$ cat config.mk
export PLATFORM = sky130hd
export DESIGN_NAME = fetch_sequencer
export DESIGN_NICKNAME = d
export VERILOG_FILES = /design/src/rtl/fetch_pkg.sv /design/src/rtl/program_counter.sv /design/src/rtl/fetch_sequencer.sv
export SDC_FILE = /design/constraint.sdc
export NUM_CORES = 1
export LEC_CHECK = 0
export CORE_MARGIN = 4
export CORE_UTILIZATION = 43
export CTS_CLUSTER_DIAMETER = 80
export CTS_CLUSTER_SIZE = 14
export DETAILED_ROUTE_END_ITERATION = 16
export GPL_TIMING_DRIVEN = 0
export PLACE_DENSITY = 0.86
export SYNTH_ARGS = -nofsm -noshare
export SYNTH_HDL_FRONTEND = slang
export SYNTH_SLANG_ARGS = --single-unit
export TNS_END_PERCENT = 100
$ cat constraint.sdc
create_clock -name clk -period 2.9 [get_ports clk]
set_clock_uncertainty 0.15 [all_clocks]
set_input_delay 0.58 -clock clk [delete_from_list [all_inputs] [get_ports clk]]
set_output_delay 0.58 -clock clk [all_outputs]
set_load 0.05 [all_outputs]
$ cat src/rtl/fetch_pkg.sv
// Shared types and constants for the instruction fetch / phase sequencer.
package fetch_pkg;

  typedef enum logic [2:0] {
    S_IDLE, S_FETCH, S_P2, S_P3, S_P4, S_P5, S_HALTED
  } state_e;

  localparam logic [4:0] PH_NONE = 5'b00000;
  localparam logic [4:0] PH_P1   = 5'b00001;
  localparam logic [4:0] PH_P2   = 5'b00010;
  localparam logic [4:0] PH_P3   = 5'b00100;
  localparam logic [4:0] PH_P4   = 5'b01000;
  localparam logic [4:0] PH_P5   = 5'b10000;

  localparam logic [1:0] OP_ARITH = 2'b11;
  localparam logic [3:0] OP3_HLT  = 4'b1111;

  localparam int unsigned RESET_PC_DEFAULT = 0;

  function automatic logic is_hlt(input logic [15:0] cmd);
    return (cmd[15:14] == OP_ARITH) && (cmd[7:4] == OP3_HLT);
  endfunction

endpackage

$ cat src/rtl/program_counter.sv
// PC register: synchronous reset load, target load has priority over increment.
module program_counter
  import fetch_pkg::*;
#(
  parameter int unsigned         PC_WIDTH = 16,
  parameter logic [PC_WIDTH-1:0] RESET_PC = '0
) (
  input  logic                i_clk,
  input  logic                i_rst_n,
  input  logic                i_inc,
  input  logic                i_load,
  input  logic [PC_WIDTH-1:0] i_target,
  output logic [PC_WIDTH-1:0] o_pc
);

  logic [PC_WIDTH-1:0] r_pc;

  // Increment wraps naturally modulo 2^PC_WIDTH.
  always_ff @(posedge i_clk) begin
    if (!i_rst_n)    r_pc <= RESET_PC;
    else if (i_load) r_pc <= i_target;
    else if (i_inc)  r_pc <= r_pc + PC_WIDTH'(1);
  end

  assign o_pc = r_pc;

endmodule

$ cat src/rtl/fetch_sequencer.sv
// Fetch and five-phase sequencer producing COMMAND for the decoder.
// Define FETCH_SEQ_SINGLE_STEP_EN to add the step port and one-instruction-per-pulse mode.
module fetch_sequencer
  import fetch_pkg::*;
#(
  parameter int unsigned         PC_WIDTH = 16,
  parameter logic [PC_WIDTH-1:0] RESET_PC = PC_WIDTH'(RESET_PC_DEFAULT)
) (
  input  logic                clk,
  input  logic                rst_n,
  input  logic                run,
`ifdef FETCH_SEQ_SINGLE_STEP_EN
  input  logic                step,
`endif
  output logic                imem_req,
  output logic [PC_WIDTH-1:0] imem_addr,
  input  logic                imem_ack,
  input  logic [15:0]         imem_rdata,
  output logic [15:0]         COMMAND,
  output logic                cmd_valid,
  output logic [4:0]          phase,
  input  logic                PC_load,
  input  logic                branch_taken,
  input  logic [PC_WIDTH-1:0] branch_target,
  output logic [PC_WIDTH-1:0] pc,
  output logic                halted
);

  state_e              r_state, w_next;
  logic [15:0]         r_cmd;
  logic                w_inc, w_load, w_start, w_cont;
  logic [PC_WIDTH-1:0] w_pc;

`ifdef FETCH_SEQ_SINGLE_STEP_EN
  assign w_start = run & step;
  assign w_cont  = 1'b0;
`else
  assign w_start = run;
  assign w_cont  = run;
`endif

  always_ff @(posedge clk) begin
    if (!rst_n) r_state <= S_IDLE;
    else        r_state <= w_next;
  end

  always_ff @(posedge clk) begin
    if (!rst_n)                             r_cmd <= 16'h0000;
    else if (r_state == S_FETCH && imem_ack) r_cmd <= imem_rdata;
  end

  always_comb begin
    w_next = r_state;
    w_inc  = 1'b0;
    w_load = 1'b0;
    case (r_state)
      S_IDLE:   if (w_start) w_next = S_FETCH;
      S_FETCH:  if (imem_ack) begin
                  w_inc  = 1'b1;
                  w_next = S_P2;
                end
      S_P2:     w_next = S_P3;
      S_P3:     w_next = S_P4;
      S_P4:     w_next = S_P5;
      S_P5: begin
        w_load = PC_load & branch_taken;
        if (is_hlt(r_cmd)) w_next = S_HALTED;
        else if (w_cont)   w_next = S_FETCH;
        else               w_next = S_IDLE;
      end
      S_HALTED: w_next = S_HALTED;
      default:  w_next = S_IDLE;
    endcase
  end

  always_comb begin
    phase = PH_NONE;
    case (r_state)
      S_FETCH: phase = PH_P1;
      S_P2:    phase = PH_P2;
      S_P3:    phase = PH_P3;
      S_P4:    phase = PH_P4;
      S_P5:    phase = PH_P5;
      default: phase = PH_NONE;
    endcase
  end

  program_counter #(.PC_WIDTH(PC_WIDTH), .RESET_PC(RESET_PC)) u_pc (
    .i_clk    (clk),
    .i_rst_n  (rst_n),
    .i_inc    (w_inc),
    .i_load   (w_load),
    .i_target (branch_target),
    .o_pc     (w_pc)
  );

  assign imem_req  = (r_state == S_FETCH);
  assign imem_addr = w_pc;
  assign pc        = w_pc;
  assign COMMAND   = r_cmd;
  assign cmd_valid = (r_state == S_P2) || (r_state == S_P3) ||
                     (r_state == S_P4) || (r_state == S_P5);
  assign halted    = (r_state == S_HALTED);

endmodule

# After elaboration in Yosys (flattened, before gate mapping)
# Index checks and enable logic that the tools add are counted.
[totals]
ff_bits = 35
in_bits = 38
out_inout_bits = 56
wordCells = 34
[classes]
addsub = 1
n_eq_ne = 10
mux = 11
bitwise = 1
reduce_logical = 8
[op_table]
columns = ["op", "count"]
rows = [
  ["$mux W16", 2],
  ["$pmux W5 S5", 1],
  ["$pmux W3 S7", 1],
  ["$add A16 B1 Y16 const B", 1],
  ["$eq A3 B3 Y1 const B", 3],
  ["$mux W3", 3],
  ["$eq A3 B2 Y1 const B", 2],
  ["$eq A4 B4 Y1 const B", 1],
  ["$mux W1", 4],
  ["$eq A3 B1 Y1 const B", 1],
  ["$logic_not A3 Y1", 1],
  ["$logic_or A1 B1 Y1", 3],
  ["$eq A2 B2 Y1 const B", 1],
  ["$logic_and A1 B1 Y1", 2],
  ["$ne A2 B1 Y1 const B", 1],
  ["$ne A2 B2 Y1 const B", 1],
  ["$reduce_and A2 Y1", 1],
  ["$reduce_bool A2 Y1", 1],
  ["$and A1 B1 Y1", 1],
]

# Longest topological paths before layout
[logic_depth]
depth_word = 4
mapped_depth = 7
mapped_depth_nobuf = 5

# By module
# From an unflattened synthesis, not the netlist that was laid out.
[hier_totals]
cells_unflattened = 220
hier_area_um2 = 1908.1
[by_module_without_submodules]
columns = ["mod", "n_inst", "cells_per_inst", "area_each_um2", "seq_area_each_um2"]
rows = [
  ["fetch_sequencer", 1, 121, 988.4, 380.4],
  ["program_counter", 1, 99, 919.6, 320.3],
]

# Worst setup path after synthesis
# No wires, ideal clock.
[synth_timing]
path_kind = "reg2out"
from = "register r_state[0]"
to = "output phase[0]"
arrival_time_ns = 2.184
t_required_ns = 2.170
slack_ns = -0.014
stages_incl_launch_ff = 4
n_path_buf = 2
cell_sequence = "dfxtp_1 -> clkbuf_1 -> nor3b_1 -> buf_4"
[synth_between]
elab_chain_len = 2
elab_cells_between_ends = 6
cone_classes = "eq/ne (5); mux (1)"
[synth_lines]
columns = ["item", "line", "text"]
rows = [
  ["start, declared", "fetch_sequencer.sv:29", "state_e r_state, w_next;"],
  ["start signal, assigned", "fetch_sequencer.sv:44", "else r_state <= w_next;"],
  ["$eq A3 B1 Y1", "n/a", ""],
  ["net imem_req", "fetch_sequencer.sv:15", "output logic imem_req,"],
  ["$pmux W5 S5", "fetch_sequencer.sv:78", "case (r_state)"],
  ["end, declared", "fetch_sequencer.sv:21", "output logic [4:0] phase,"],
]
# The timed path passes the listed nets, and every way through them passes these cells.

# Worst setup path in the final report
[layout_timing]
from = "register r_state[1]"
to = "output cmd_valid"
[layout_between]
elab_chain_len = 4
elab_cells_between_ends = 7
cone_classes = "eq/ne (4); reduce/logical (3)"
[layout_lines]
columns = ["item", "line", "text"]
rows = [
  ["$eq A3 B2 Y1", "fetch_sequencer.sv:101", "assign cmd_valid = (r_state == S_P2) || (r_state == S_P3) ||"],
  ["$logic_or A1 B1 Y1 (2 in a row)", "fetch_sequencer.sv:101", ""],
  ["$logic_or A1 B1 Y1 *", "fetch_sequencer.sv:102", "(r_state == S_P4) || (r_state == S_P5);"],
  ["end, declared", "fetch_sequencer.sv:20", "output logic cmd_valid,"],
]
# Every way passes the cells marked *; elsewhere a longest branch is shown, timed or not.

==> results.json <==
{
  "status": "completed",
  "clkLatencyLatePin_ns": 0.29,
  "die_area_um2": 5350,
  "tightest_slew_ns": 0.536,
  "synth_compound_area_frac": 0.221,
  "cap_violations": 0,
  "fillers": 366,
  "placed_area_um2": 2820,
  "synth-async-reset-ratio": 0,
  "synthXorXnorAreaFrac": 0.0384,
  "rsz0062_at_grt": "false",
  "num_rows": 23,
  "final_common_cell": "clkdlybuf4s50_1",
  "boundaryPins": 94,
  "crit_chain": "clkbuf_1 -> xor2_1 -> clkdlybuf4s50_1",
  "postSynthAreaPerCell_um2": 8.00,
  "ys_ff_latch": 35,
  "fin_crit_ns": 2.73,
  "cts_tree": "yes",
  "vias": 1981,
  "cp-end-kind": "output port",
  "wire_per_inst_um": 13.9,
  "drv_slew": 0,
  "syn_inst": 228,
  "max_freq_mhz": 366,
  "fin_area_um2": 2910,
  "p_leak_nw": 1.13,
  "synth_area_um2": 1820,
  "yosysTopAreaCell": "dfxtp_1",
  "synth_top_area_share": 0.384,
  "synthFlopType": "dfxtp_1",
  "antenna_found_initial": 0,
  "ys_warn_count": 0,
  "synth_simple_gate_area_frac": 0.237,
  "io_buffers": 93,
  "pwr_density_cell_nw_per_um2": 392,
  "hp-class": "reg2reg",
  "synth_top_family_by_area": "simple AND/OR/NAND/NOR gates",
  "grt_first_pass_wirelength_mm": 8.70,
  "crit_arrival_ns": 2.00,
  "tns_ns": 0,
  "synth_enable_flop_cells": 0,
  "grt_pass1_vias": 1961,
  "ir_worst_vdd_mv": 0.386,
  "rrSetupSlack_ns": 0.86,
  "drt-total-wl_mm": 5.27,
  "crit_type": "reg2out",
  "drc": 0,
  "slowest_stage": "clkdlybuf4s50_1",
  "core_um2": 4060,
  "synth.net_count": 267,
  "cts_root_buf": "clkbuf_8",
  "clock_tree.buffer_depth": 2,
  "setup_violations": 0,
  "ys_top_cells_by_area": "dfxtp_1, nand2_1, a21boi_1",
  "relSlewSlack": 0.641,
  "vias_per_cell": 5.23,
  "ys_seq_area_frac": 0.384,
  "first_pass_iters": 4,
  "grt_max_degree": 11,
  "cp_max_fo": 10,
  "final_antenna_net_count": 0,
  "overflow": 0,
  "cts_sinks": 35,
  "synth_mux_area_frac": 0,
  "post_cts_buffers": 0,
  "finalNetCount": 367,
  "syn_to_final_growth_pct": 59.6,
  "drt_iter0_drc": 149,
  "critical_path.max_stage_delay_ns": 0.83,
  "place_congestion": 0.761,
  "htreeDepth": 2,
  "timing.hold.ws_ns": 0.307,
  "diodes": 0,
  "drive_above_1_share": 0.0851,
  "layout_common_cells": "clkdlybuf4s50_1, nand2_1, dfxtp_1",
  "path_clk_slew_ns": 0.07,
  "yosysUniqueCellTypes": 45,
  "period_share": 0.943,
  "cts_buffers": 5,
  "cts-hold-fix-buffers": 0,
  "worstPathRequired_ns": 2.17,
  "critPathLaunchType": "flip-flop",
  "fp.dieW_um": 73.1,
  "hold_viol_final": 0,
  "total_power_w": 0.00114,
  "dp_hpwl_mm": 4.07,
  "yosys.area_share.adder": 0.00686,
  "die_y_um": 73.1,
  "grtUsageTotal": 0.205,
  "start_util": 0.450
}
stage by stage:
| step | std cells | worst slack (ns) | utilization |
|---|---|---|---|
| 5_1_grt | 379 | 0.0478 | 0.718 |
| 2_1_floorplan | 228 | 0.338 | - |
| 6_report | 379 | 0.165 | 0.718 |
| 3_5_place_dp | 371 | 0.199 | 0.696 |
| 3_3_place_gp | 371 | 0.251 | 0.696 |
| 4_1_cts | 379 | 0.0443 | 0.715 |
what timing repair did:
item,in CTS,in global routing
pin swaps,0,0
resized for setup,2,4
setup endpoints to repair,2,4
path summary, 6_finish.rpt:
kind	from	endpoint	cells after the start
hold / removal	COMMAND[8]	COMMAND[8]	2
hold reg to reg	COMMAND[8]	COMMAND[8]	2
setup / recovery	r_state[1]	cmd_valid	3
setup reg to reg	u_pc.o_pc[0]	u_pc.o_pc[15]	4
final cells by class:
class | instances | area, um^2 | area share
Buffer | 33 | 191 | 0.0658
Clock inverter | 1 | 5.00 | 0.00172
Inverter | 4 | 15.0 | 0.00516
Multi-Input combinational cell | 156 | 922 | 0.317
Clock buffer | 7 | 76.3 | 0.0262
Sequential cell | 35 | 701 | 0.241
Timing Repair Buffer | 93 | 938 | 0.322
Tap cell | 50 | 62.6 | 0.0215
power by group:
| group | leakage, nW | total (W) | internal, W | switching, W |
|---|---|---|---|---|
| Combinational | 0.800 | 0.000287 | 0.000121 | 0.000166 |
| Clock | 0.0422 | 0.000342 | 0.000169 | 0.000174 |
| Sequential | 0.284 | 0.000513 | 0.000499 | 0.0000145 |
worst max-delay path: cells and delay by family (launching register included):
kind                   cells  cell delay [ns]
XOR/XNOR                   1             0.18
buffers and inverters      2             1.21
flip-flops                 1             0.33
synth_stat cells, types with 2 or more instances:
library cell / instances
or3_1: 2
buf_2: 3
nor3b_1: 2
and3_1: 4
a21oi_1: 10
nor3_1: 5
a21boi_1: 17
nor2_1: 6
nand3_1: 5
a21boi_0: 2
o21ai_1: 2
clkbuf_1: 13
buf_4: 17
o31ai_1: 2
nand4_1: 7
dfxtp_1: 35
xnor2_1: 3
o21ai_0: 13
and2_1: 2
nand2_1: 42
xor2_1: 5
a31oi_1: 4
nand2b_1: 2
inv_1: 4
logic make-up (layout without fill, tap and decap cells):
family / Yosys count / after routing
buf+inv: 37 / 138
fa+ha+maj: 1 / 1
flops: 35 / 35
simple gates: 86 / 86
compound gates: 61 / 61
xor+xnor: 8 / 8
sequential cells by signal, indices dropped and copies added, names as in the netlist:
| register | cells |
|---|---|
| COMMAND | 16 |
| u_pc.o_pc | 16 |
| r_state | 3 |
routing by layer:
layer  track usage  vias up  share of wire  wire [um]
met5             0        -              0          0
met4        0.0717        0          0.014         72
met3        0.0730        7           0.10        548
met2         0.344       80           0.46       2430
met1         0.239      913           0.42       2220
li1              -      981              -          -
No activity file was read; power rests on OpenSTA's default activity.
==> edit (config.mk and constraints unchanged) <==
Encoding of `state_e`: now one-hot (7 bits for 7 states).
--- a/src/rtl/fetch_pkg.sv
+++ b/src/rtl/fetch_pkg.sv
@@ -2,6 +2,6 @@
 package fetch_pkg;
 
-  typedef enum logic [2:0] {
-    S_IDLE, S_FETCH, S_P2, S_P3, S_P4, S_P5, S_HALTED
+  typedef enum logic [6:0] {
+    S_IDLE = 7'b0000001, S_FETCH = 7'b0000010, S_P2 = 7'b0000100, S_P3 = 7'b0001000, S_P4 = 7'b0010000, S_P5 = 7'b0100000, S_HALTED = 7'b1000000
   } state_e;
 
Behaviour: same outputs for any inputs over 10 cycles, from zero or initial values and one cycle with rst_n low; not proved beyond that.
==> edit against the original RTL <==
Final area is 13% higher; area after synthesis grew 19%; routed wire length up 22%; highest routed layer unchanged; utilization decreased by 3.2 points; power is 1.3% higher; sequential cell count up 4; first-iteration DRC count is 15% lower; worst setup slack lost 0.018 ns.
==> edit: results <==
{
  "fin_cells": 435,
  "grt_pass1_wl_um": 10500,
  "tightest_slew_ns": 0.583,
  "min_from": "COMMAND[10]",
  "synth_nets": 307,
  "ir_drop_mv": 0.260,
  "powerComb_w": 0.000149,
  "cts_root_buf": "clkbuf_8",
  "wl_um": 6430,
  "place_inst": 427,
  "hold-path-endpoint": "COMMAND[10]",
  "place_area_um2": 3180,
  "gp_congestion": 0.858,
  "max_stage_delay_ns": 0.54,
  "synth_compound_gate_area_share_pct": 18.9,
  "fin_nets": 406,
  "cts_resized": 12,
  "slowest_stage": "dlygate4sd2_1",
  "synthAdderAreaFrac_pct": 0.578,
  "drtIter0Drc": 127,
  "dp_slack_ns": 0.00836,
  "ys_seq_area_share_pct": 36.1,
  "clk_pin_slew_worst_paths_ns": 0.09,
  "worstSkewPairLatency_ns": 0.30,
  "ys_top_cells_by_area": "dfxtp_1 36%, nand2_1 8.5%, buf_4 6.6%",
  "r2r-start": "r_state[1]",
  "whs_ns": 0.306,
  "grt_pass1_vias": 2364,
  "critical-path-top-delay-family": "buffers and inverters",
  "grt_max_degree": 14,
  "rr_worst_depth": 5,
  "synth.distinct_cells": 55,
  "critical_path.startpoint": "r_state[3]",
  "synth.area.mux_share_pct": 1.91,
  "r2r_slack_ns": 0.62,
  "crit_path_end": "halted",
  "nFillCells": 376,
  "hpwlAfterDp_um": 4810,
  "track_usage_pct": 21.1,
  "r2r_end": "u_pc.o_pc[14]",
  "cellLeakagePower_nw": 1.19,
  "synth_xor_area_share_pct": 0.405,
  "crit_arrival_ns": 2.02,
  "drive_gt1_share_pct": 13.3,
  "port_buffers": 92,
  "outcome": "complete, no violations",
  "clock_power_w": 0.000463,
  "synth_top_cells_by_count": "49 x nand2_1, 39 x dfxtp_1, 21 x a21oi_1",
  "finalWorstSetupSlack_ns": 0.147,
  "fin_total_pwr_w": 0.00116,
  "routed_via_density": 5.43
}
-- edit: changes by cell type after synthesis, moves of 5 or more --
cell      change
a21boi_1     -17
a21oi_1      +11
o21ai_0       -8
nand2_1       +7
clkbuf_1      -6
nand3_1       +5
nor2_1        +5
nor4_1        +5
-- edit: layout make-up --
| cell class | instances | area, um2 | area share (%) |
|---|---|---|---|
| Sequential cell | 39 | 781 | 23.8 |
| Clock inverter | 3 | 43.8 | 1.33 |
| Inverter | 4 | 15.0 | 0.458 |
| Multi-Input combinational cell | 192 | 1160 | 35.5 |
| Tap cell | 67 | 83.8 | 2.56 |
| Clock buffer | 5 | 68.8 | 2.10 |
| Buffer | 33 | 216 | 6.60 |
| Timing Repair Buffer | 92 | 908 | 27.7 |
-- edit: per-layer routing --
layer	global-route usage (%)	vias up	wire [um]
li1	-	1159	-
met4	7.39	0	50
met5	0	-	0
met3	8.62	5	765
met2	36.6	103	3090
met1	23.1	1094	2530
